[config.mk]
export PLATFORM = sky130hd
export DESIGN_NAME = alu_arbiter
export DESIGN_NICKNAME = d
export VERILOG_FILES = /design/src/rtl/alu_arb_pkg.sv /design/src/rtl/Simple_ALU.sv /design/src/rtl/rr_arbiter.sv /design/src/rtl/alu_arbiter.sv
export SDC_FILE = /design/constraint.sdc
export NUM_CORES = 1
export LEC_CHECK = 0
export CAP_MARGIN = 20
export CORE_ASPECT_RATIO = 0.5
export CORE_UTILIZATION = 53
export CTS_CLUSTER_DIAMETER = 200
export CTS_CLUSTER_SIZE = 14
export DETAILED_ROUTE_END_ITERATION = 12
export HOLD_SLACK_MARGIN = 0.08
export PLACE_DENSITY = 0.81
export SLEW_MARGIN = 15
export SYNTH_ARGS = -nofsm -noshare
export SYNTH_HDL_FRONTEND = slang
export SYNTH_SLANG_ARGS = --single-unit
export TNS_END_PERCENT = 30
[constraint.sdc]
create_clock -name clk_i -period 2.6 [get_ports clk_i]
set_clock_uncertainty 0.1 [all_clocks]
set_input_delay 0.52 -clock clk_i [delete_from_list [all_inputs] [get_ports clk_i]]
set_output_delay 0.52 -clock clk_i [all_outputs]
set_load 0.05 [all_outputs]
[src/rtl/alu_arb_pkg.sv]
// Shared types and constants for the round-robin ALU arbiter and its ALU.
// The optional grant statistics are controlled by the ALU_ARB_STATS_EN macro.
package alu_arb_pkg;

    typedef enum logic [1:0] {
        IDLE = 2'd0,
        EXEC = 2'd1,
        RESP = 2'd2
    } state_t;

    localparam logic [2:0] OP_ADD = 3'b000;
    localparam logic [2:0] OP_SUB = 3'b001;
    localparam logic [2:0] OP_SLL = 3'b010;
    localparam logic [2:0] OP_SRL = 3'b011;
    localparam logic [2:0] OP_AND = 3'b100;
    localparam logic [2:0] OP_OR  = 3'b101;
    localparam logic [2:0] OP_XOR = 3'b110;
    localparam logic [2:0] OP_EQL = 3'b111;

    localparam int CNT_W = 16;

    // Width of a requester index; at least one bit.
    function automatic int idx_w(input int n);
        return (n > 1) ? $clog2(n) : 1;
    endfunction

endpackage

[src/rtl/Simple_ALU.sv]
// 8-bit combinational ALU shared by the arbiter's requesters.
// Shifts use the low three bits of b; EQL returns 1 when a equals b, else 0.
module Simple_ALU
    import alu_arb_pkg::*;
(
    input  logic [7:0] a_i,
    input  logic [7:0] b_i,
    input  logic [2:0] op_i,
    output logic [7:0] alu_o
);

    always_comb begin
        alu_o = '0;
        case (op_i)
            OP_ADD:  alu_o = a_i + b_i;
            OP_SUB:  alu_o = a_i - b_i;
            OP_SLL:  alu_o = a_i << b_i[2:0];
            OP_SRL:  alu_o = a_i >> b_i[2:0];
            OP_AND:  alu_o = a_i & b_i;
            OP_OR:   alu_o = a_i | b_i;
            OP_XOR:  alu_o = a_i ^ b_i;
            OP_EQL:  alu_o = {7'd0, (a_i == b_i)};
            default: alu_o = '0;
        endcase
    end

endmodule

[src/rtl/rr_arbiter.sv]
// Combinational round-robin picker: grants the first requester found searching
// upward from (last+1) mod NUM_REQ, wrapping; no grant when nothing requests.
module rr_arbiter #(
    parameter int NUM_REQ = 2,
    parameter int IDX_W   = 1
) (
    input  logic [NUM_REQ-1:0] req,
    input  logic [IDX_W-1:0]   last,
    output logic [NUM_REQ-1:0] gnt,
    output logic [IDX_W-1:0]   gnt_idx
);

    logic [IDX_W-1:0] cand;

    // Walk from farthest to nearest so the nearest requester overwrites the rest.
    always_comb begin
        gnt     = '0;
        gnt_idx = '0;
        cand    = '0;
        for (int i = NUM_REQ; i >= 1; i--) begin
            cand = IDX_W'((int'(last) + i) % NUM_REQ);
            if (req[cand]) begin
                gnt       = '0;
                gnt[cand] = 1'b1;
                gnt_idx   = cand;
            end
        end
    end

endmodule

[src/rtl/alu_arbiter.sv]
// Shares one Simple_ALU between NUM_REQ valid/ready requesters, round-robin.
// Define ALU_ARB_STATS_EN to add per-requester saturating grant counters (gnt_cnt_o).
//
// Handshakes: a request transfers on a cycle where req_valid_i[k] & req_ready_o[k];
// a response transfers where rsp_valid_o[k] & rsp_ready_i[k]. Valid never depends
// on ready, and a presented request must hold a/b/op stable until it transfers.
module alu_arbiter
    import alu_arb_pkg::*;
#(
    parameter int DATA_W  = 8,
    parameter int OP_W    = 3,
    parameter int NUM_REQ = 2
) (
    input  logic                      clk_i,
    input  logic                      rst_i,
    input  logic [NUM_REQ-1:0]        req_valid_i,
    output logic [NUM_REQ-1:0]        req_ready_o,
    input  logic [NUM_REQ*DATA_W-1:0] req_a_i,
    input  logic [NUM_REQ*DATA_W-1:0] req_b_i,
    input  logic [NUM_REQ*OP_W-1:0]   req_op_i,
    output logic [NUM_REQ-1:0]        rsp_valid_o,
    input  logic [NUM_REQ-1:0]        rsp_ready_i,
    output logic [DATA_W-1:0]         rsp_data_o,
    output logic                      busy_o
`ifdef ALU_ARB_STATS_EN
    ,
    output logic [NUM_REQ*CNT_W-1:0]  gnt_cnt_o
`endif
);

    localparam int IDX_W = idx_w(NUM_REQ);

    state_t             state_q, state_d;
    logic [IDX_W-1:0]   last_q, gnt_q, arb_idx;
    logic [NUM_REQ-1:0] arb_gnt;
    logic [DATA_W-1:0]  a_q, b_q, alu_res, rsp_data_q;
    logic [OP_W-1:0]    op_q;
    logic               req_fire, rsp_fire;

    rr_arbiter #(
        .NUM_REQ (NUM_REQ),
        .IDX_W   (IDX_W)
    ) u_arb (
        .req     (req_valid_i),
        .last    (last_q),
        .gnt     (arb_gnt),
        .gnt_idx (arb_idx)
    );

    Simple_ALU u_alu (
        .a_i   (a_q),
        .b_i   (b_q),
        .op_i  (op_q),
        .alu_o (alu_res)
    );

    // The arbiter only grants valid requesters, so any grant in IDLE is a transfer.
    assign req_fire = (state_q == IDLE) && (|arb_gnt);
    assign rsp_fire = (state_q == RESP) && rsp_ready_i[gnt_q];

    always_ff @(posedge clk_i) begin
        if (rst_i) begin
            state_q <= IDLE;
        end else begin
            state_q <= state_d;
        end
    end

    always_comb begin
        state_d = state_q;
        case (state_q)
            IDLE:    if (req_fire) state_d = EXEC;
            EXEC:    state_d = RESP;
            RESP:    if (rsp_fire) state_d = IDLE;
            default: state_d = IDLE;
        endcase
    end

    always_comb begin
        req_ready_o = '0;
        rsp_valid_o = '0;
        busy_o      = 1'b1;
        case (state_q)
            IDLE: begin
                req_ready_o = arb_gnt;
                busy_o      = 1'b0;
            end
            RESP:    rsp_valid_o[gnt_q] = 1'b1;
            default: ;
        endcase
    end

    always_ff @(posedge clk_i) begin
        if (rst_i) begin
            a_q        <= '0;
            b_q        <= '0;
            op_q       <= '0;
            gnt_q      <= '0;
            last_q     <= IDX_W'(NUM_REQ - 1);
            rsp_data_q <= '0;
        end else begin
            if (req_fire) begin
                a_q   <= req_a_i[arb_idx*DATA_W +: DATA_W];
                b_q   <= req_b_i[arb_idx*DATA_W +: DATA_W];
                op_q  <= req_op_i[arb_idx*OP_W +: OP_W];
                gnt_q <= arb_idx;
            end
            if (state_q == EXEC) begin
                rsp_data_q <= alu_res;
            end
            if (rsp_fire) begin
                last_q <= gnt_q;
            end
        end
    end

    assign rsp_data_o = rsp_data_q;

`ifdef ALU_ARB_STATS_EN
    logic [CNT_W-1:0] cnt_q [NUM_REQ];

    always_ff @(posedge clk_i) begin
        if (rst_i) begin
            for (int k = 0; k < NUM_REQ; k++) begin
                cnt_q[k] <= '0;
            end
        end else if (req_fire && (cnt_q[arb_idx] != '1)) begin
            cnt_q[arb_idx] <= cnt_q[arb_idx] + 1'b1;
        end
    end

    always_comb begin
        gnt_cnt_o = '0;
        for (int k = 0; k < NUM_REQ; k++) begin
            gnt_cnt_o[k*CNT_W +: CNT_W] = cnt_q[k];
        end
    end
`endif

endmodule

; Word level (Yosys, flattened, before mapping)
; Index checks and enable logic that the tools add are counted.
; W data, S select, Z words.
[totals]
register_bits = 31
in_bits = 44
wordCells = 70
[op_classes]
eq_ne = 12
n_reduce_logical = 9
bitwise_logic = 3
n_shift = 5
multipliers = 1
magnitude_cmp = 6
muxes = 23
add_sub_neg = 4
[ops]
columns = cell, count
row1 = $pmux W8 S8, 1
row2 = $shiftx A16 B5 Y8, 2
row3 = $eq A3 B3 Y1 const B, 4
row4 = $mux W1, 12
row5 = $mux W2, 6
row6 = $add A8 B8 Y8, 1
row7 = $and A8 B8 Y8, 1
row8 = $eq A8 B8 Y1, 1
row9 = $or A8 B8 Y8, 1
row10 = $shl A8 B3 Y8, 1
row11 = $shr A8 B3 Y8, 1
row12 = $sub A8 B8 Y8, 1
row13 = $xor A8 B8 Y8, 1
row14 = $eq A3 B2 Y1 const B, 2
row15 = $lt A1 B2 Y1 const B, 3
row16 = $pmux W2 S3, 1
row17 = $shiftx A6 B4 Y3, 1
row18 = $logic_and A1 B1 Y1, 5
row19 = $ne A2 B2 Y1 const B, 2
row20 = $demux W1 S1, 3
row21 = $eq A3 B1 Y1 const B, 1
row22 = $ge A1 B1 Y1 const B, 3
row23 = $logic_not A3 Y1, 1
row24 = $mul A1 B2 Y3 const B, 1
row25 = other kinds (6), 7

; Depth between registers and ports, before layout
[depth]
depth_word = 11
depth_mapped = 10
mapped_depth_nobuf = 10

; Modules after synthesis
; Synthesis repeated with hierarchy kept, for this count alone.
[unflattened]
hier_cells = 381
area_unflattened_um2 = 3138.0
[modules_own_cells]
columns = module, n_inst, area_per_inst_um2, cells_each
row1 = Simple_ALU, 1, 1746.7, 228
row2 = alu_arbiter, 1, 1365.1, 149
row3 = rr_arbiter, 1, 26.3, 4

; Least setup slack after synthesis
; Ideal clock, no wire load.
[synth_path]
kind = flip-flop to flip-flop
from = register b_q[1]
to = register rsp_data_q[7], in the netlist rsp_data_o[7]
stages_incl_launch_ff = 11
setup_time_ns = 0.058
path_slack_ns = 0.285
t_required_ns = 2.442
path_buffers = 2
period_less_slack_ns = 2.315
arrival_ns = 2.157
cell_sequence = dfxtp_1 > buf_6 > buf_2 > inv_1 > ha_1 > a21oi_1 > o211ai_1 > o41ai_1 > xor2_1 > a311oi_1 > o21a_1
[synth_via]
elab_chain_cells = 2
word_cells_on_any_way = 5
cone_classes = add/sub (2) / shift (2) / mux (1)
[synth_rtl]
columns = item, line
row1 = from (decl), alu_arbiter.sv:36  ; logic [DATA_W-1:0] a_q, b_q, alu_res, rsp_data_q;
row2 = from (signal assigned), alu_arbiter.sv:104  ; b_q <= req_b_i[arb_idx*DATA_W +: DATA_W];
row3 = $sub A8 B8 Y8 (tied with other cells), Simple_ALU.sv:16  ; OP_SUB: alu_o = a_i - b_i;
row4 = $pmux W8 S8 *, Simple_ALU.sv:14  ; case (op_i)
row5 = to (signal assigned), alu_arbiter.sv:109  ; rsp_data_q <= alu_res;
row6 = to (decl), alu_arbiter.sv:36
; Mark *: on every way between the ends. The rest lies on a longest branch, timed or not.
; A chain may end at the register's enable or synchronous reset.

; Worst setup path after layout
[layout_path]
from = register a_q[0]
to = register rsp_data_q[1], in the netlist rsp_data_o[1]
[layout_via]
elab_chain_cells = 2
word_cells_on_any_way = 5
cone_classes = add/sub (2) / shift (2) / mux (1)
[layout_rtl]
columns = item, line
row1 = from (decl), alu_arbiter.sv:36
row2 = from (signal assigned), alu_arbiter.sv:103  ; a_q <= req_a_i[arb_idx*DATA_W +: DATA_W];
row3 = $sub A8 B8 Y8 (tied with other cells), Simple_ALU.sv:16
row4 = $pmux W8 S8 *, Simple_ALU.sv:14
; Marks and branches as above.

==> results by group <==
Placed design
  • PortBufs: 56
  • Placed Cells: 506
  • RD Place Congestion: 1.037
  • DPL Wire Length: 7322 um

STA
  • Slew Viols, Final: 0
  • Slew @ Worst Pin: 0.6788 ns
  • Worst slew margin: 0.5433
  • Unrepaired setup endpoints after global routing: no
  • Peak Freq: 411.9 MHz
  • Tmin final: 2.428 ns
  • Crit share post-route: 0.9337
  • Final Setup Violations: 0
  • Final TNS setup: 0 ns
  • WHS: 0.4056 ns
  • Final Hold Vio Count: 0

Setup path
  • Worst EP required: 2.66 ns
  • Worst flop-to-flop path endpoint: rsp_data_o[1]
  • Worst R2R Path Depth: 8
  • CP Class: reg -> reg
  • Critical Path AT: 2.49 ns
  • Endpoint class of the critical path: register
  • Worst setup path start: a_q[0]
  • RR Startpoint: a_q[0]
  • R2r setup slk: 0.17 ns
  • CP startpoint kind: register
  • CP max FO: 7

Synthesis
  • Ys async rst share: 0
  • Synth Area in Adders: 0.1130
  • EDFF count, synth: 0
  • Mean Syn Cell Area: 7.905 um^2
  • Main synth FF type: dfxtp_1
  • Syn nets: 451
  • Synth Instances: 381
  • Post-synthesis cell type count: 62
  • Area leader, netlist: dfxtp_1
  • Register area share after synthesis: 0.2061
  • Largest family of logic cells by synthesized area: compound AO/OA/AOI/OAI gates
  • Synth Register Bits: 31
  • Mapped Area: 3012 um^2
  • Synth top area share: 0.2061
  • Top cells by area, synth: dfxtp_1, mux2i_1, ha_1
  • Synth Area in Compound Gates: 0.2468
  • Simple-Gate Fraction of Synth Area: 0.1845
  • Post-Synth XOR/XNOR Area: 0.02327
  • Ys Warns: 0
  • Proportion of synthesized area in mux cells: 0.1404

Run
  • Max capacitance violation total: 0

Final layout
  • Final nets: 513
  • Fraction of layout cells with a size suffix above 1: 0.1194
  • ANT cells: 0
  • Fill cell count: 404
  • Area delta synth->final: 29.91%
  • Post-route insts no fill: 514

Power
  • Peak supply drop: 416.5 uV
  • Pwr per Cell Area: 701.9 nW/um^2
  • Pleak: 1.581 nW
  • Tot Pwr: 2.746 mW

Global route
  • Number of global-route vias before repair: 2,890
  • GRT Total Usage: 0.3335
  • Initial antenna violation count: 0
  • First-pass GRT wire length: 15,080 um
  • Global route overflow: 0
  • Pin count of the biggest net entering global routing: 40

Detailed routing
  • # DRC: 0
  • First DRT Iteration DRCs: 372
  • Vias: 3,175
  • DRT antenna net count: 0
  • Initial DRT Pass Iterations: 7
  • Wire per inst: 18.86 um
  • Final WL: 9696 um
  • Vias per cell: 6.177

CTS
  • Clk_lat worst skew: 0.28 ns
  • H-tree levels: 2
  • Clock transition at the registers of the reported paths: 0.06 ns
  • Clock Path Buffers: 2
  • Root buffer cell: clkbuf_16
  • TritonCTS clock tree: yes
  • CTS Buf Count: 5
  • Clock sink total: 31
  • Post-CTS setup buffer count: 0

Min path
  • Hold Path Class: reg -> reg
  • Hold Crit Depth: 2
  • Hold wc startpoint: rsp_data_o[2]
  • Min-Delay Endpoint: rsp_data_o[2]

Floorplan
  • Core Region: 5180 um^2
  • Row cnt: 18
  • Top-level port count: 57
  • Die W: 108.6 um
  • Starting density of the core: 0.5814
  • Die Area: 6006 um^2
  • Die Y-Extent: 55.31 um

Outcome
  • Status: finished, final reports clean
-- cell usage after synthesis (3+ instances only) --
| cell | n |
|---|---|
| a211oi_1 | 21 |
| a21oi_1 | 24 |
| buf_2 | 12 |
| buf_4 | 5 |
| buf_6 | 3 |
| clkbuf_1 | 8 |
| dfxtp_1 | 31 |
| ha_1 | 24 |
| inv_1 | 22 |
| inv_2 | 3 |
| mux2i_1 | 34 |
| nand2_1 | 26 |
| nand2b_1 | 7 |
| nand3_1 | 5 |
| nand3b_1 | 3 |
| nor2_1 | 42 |
| nor2b_1 | 8 |
| nor3_1 | 9 |
| nor4_1 | 4 |
| o211a_1 | 3 |
| o211ai_1 | 3 |
| o21ai_0 | 16 |
| o21ai_1 | 6 |
| o22ai_1 | 4 |
| or3_1 | 3 |
| xnor2_1 | 3 |
| xor2_1 | 5 |
-- worst max-delay path: stages (launching register included) --
cell and delay (ns):
dfxtp_1 0.46, inv_1 0.10, ha_1 0.25, inv_1 0.08
fa_1 0.41, a21o_1 0.19, a2111oi_1 0.48, buf_4 0.20
a2111oi_2 0.04
-- cell usage in the layout, fill, tap and decap left out, types with 3 or more instances in the layout --
cell,instances
buf_4,26
nor2_1,42
a211oi_1,21
nand3_1,5
o21ai_1,6
nand2b_1,7
o211a_1,3
xor2_1,5
buf_12,3
nor2b_1,8
nand2_1,26
ha_1,24
inv_1,22
o21ai_0,16
or3_1,3
inv_2,3
o211ai_1,3
o22ai_1,4
clkdlybuf4s50_1,52
mux2i_1,34
nand3b_1,3
clkbuf_16,5
nor3_1,9
nor4_1,4
xnor2_1,3
dfxtp_1,31
a21oi_1,24
-- sequential cells by signal, indices dropped and copies added, names as in the netlist --
name,cells
op_q,3
gnt_q,1
a_q,8
b_q,8
last_q,1
state_q,2
rsp_data_o,8
-- cells by family (layout without fill, tap and decap cells) --
family | after synthesis | count (layout)
buffers and inverters | 54 | 117
DFF | 31 | 31
muxes | 39 | 39
and+or+nand+nor | 116 | 116
AOI/OAI and AO/OA | 107 | 107
xor gates and xnor gates | 8 | 8
adders and majority gates | 26 | 26
-- worst max-delay path by stage --
stage	to	slack, ns	cells after the start
floorplan	rsp_data_o[7]	0.29	10
global placement	rsp_data_o[7]	0.35	8
detailed placement	rsp_data_o[1]	0.20	8
CTS	rsp_valid_o[0]	0.007	3
global route	rsp_data_o[1]	0.07	8
finish	rsp_data_o[1]	0.17	8
-- final cells by class --
| cell class | count | area (um^2) | share of cell area |
|---|---|---|---|
| Inverter | 26 | 97.59 | 0.02494 |
| Clock inverter | 3 | 43.79 | 0.01119 |
| Timing Repair Buffer | 83 | 800.8 | 0.2047 |
| Tap cell | 70 | 87.58 | 0.02239 |
| Sequential cell | 31 | 620.6 | 0.1586 |
| Clock buffer | 5 | 125.1 | 0.03198 |
| Multi-Input combinational cell | 296 | 2137 | 0.5462 |
-- power by group --
| part | switching (mW) | total, mW | internal [mW] |
|---|---|---|---|
| sequential | 0.0885 | 0.639 | 0.550 |
| combinational | 0.827 | 1.42 | 0.589 |
| clock | 0.239 | 0.691 | 0.452 |
-- metrics by stage --
| stage | setup WS [ns] | utilization | cell area (um^2) |
|---|---|---|---|
| final | 0.1723 | 0.7553 | 3913 |
| after global placement | 0.3490 | 0.7215 | 3737 |
| after detailed placement | 0.2006 | 0.7215 | 3737 |
| after floorplan | 0.2851 | - | 3012 |
| after global routing | 0.07134 | 0.7553 | 3913 |
| after CTS | 0.007478 | 0.7541 | 3906 |
-- layer usage --
layer | GRT usage | part of all wire | vias up
li1 | - | - | 1486
met1 | 0.4913 | 0.46 | 1486
met2 | 0.4846 | 0.42 | 190
met3 | 0.07674 | 0.11 | 13
met4 | 0.08301 | 0.0097 | 0
met5 | 0 | 0 | -
-- repair_timing --
item,CTS,global route
resized for setup,0,3
hold buffers,0,0
endpoints found under the setup margin,0,3
Power figures use the tool's default switching activity.
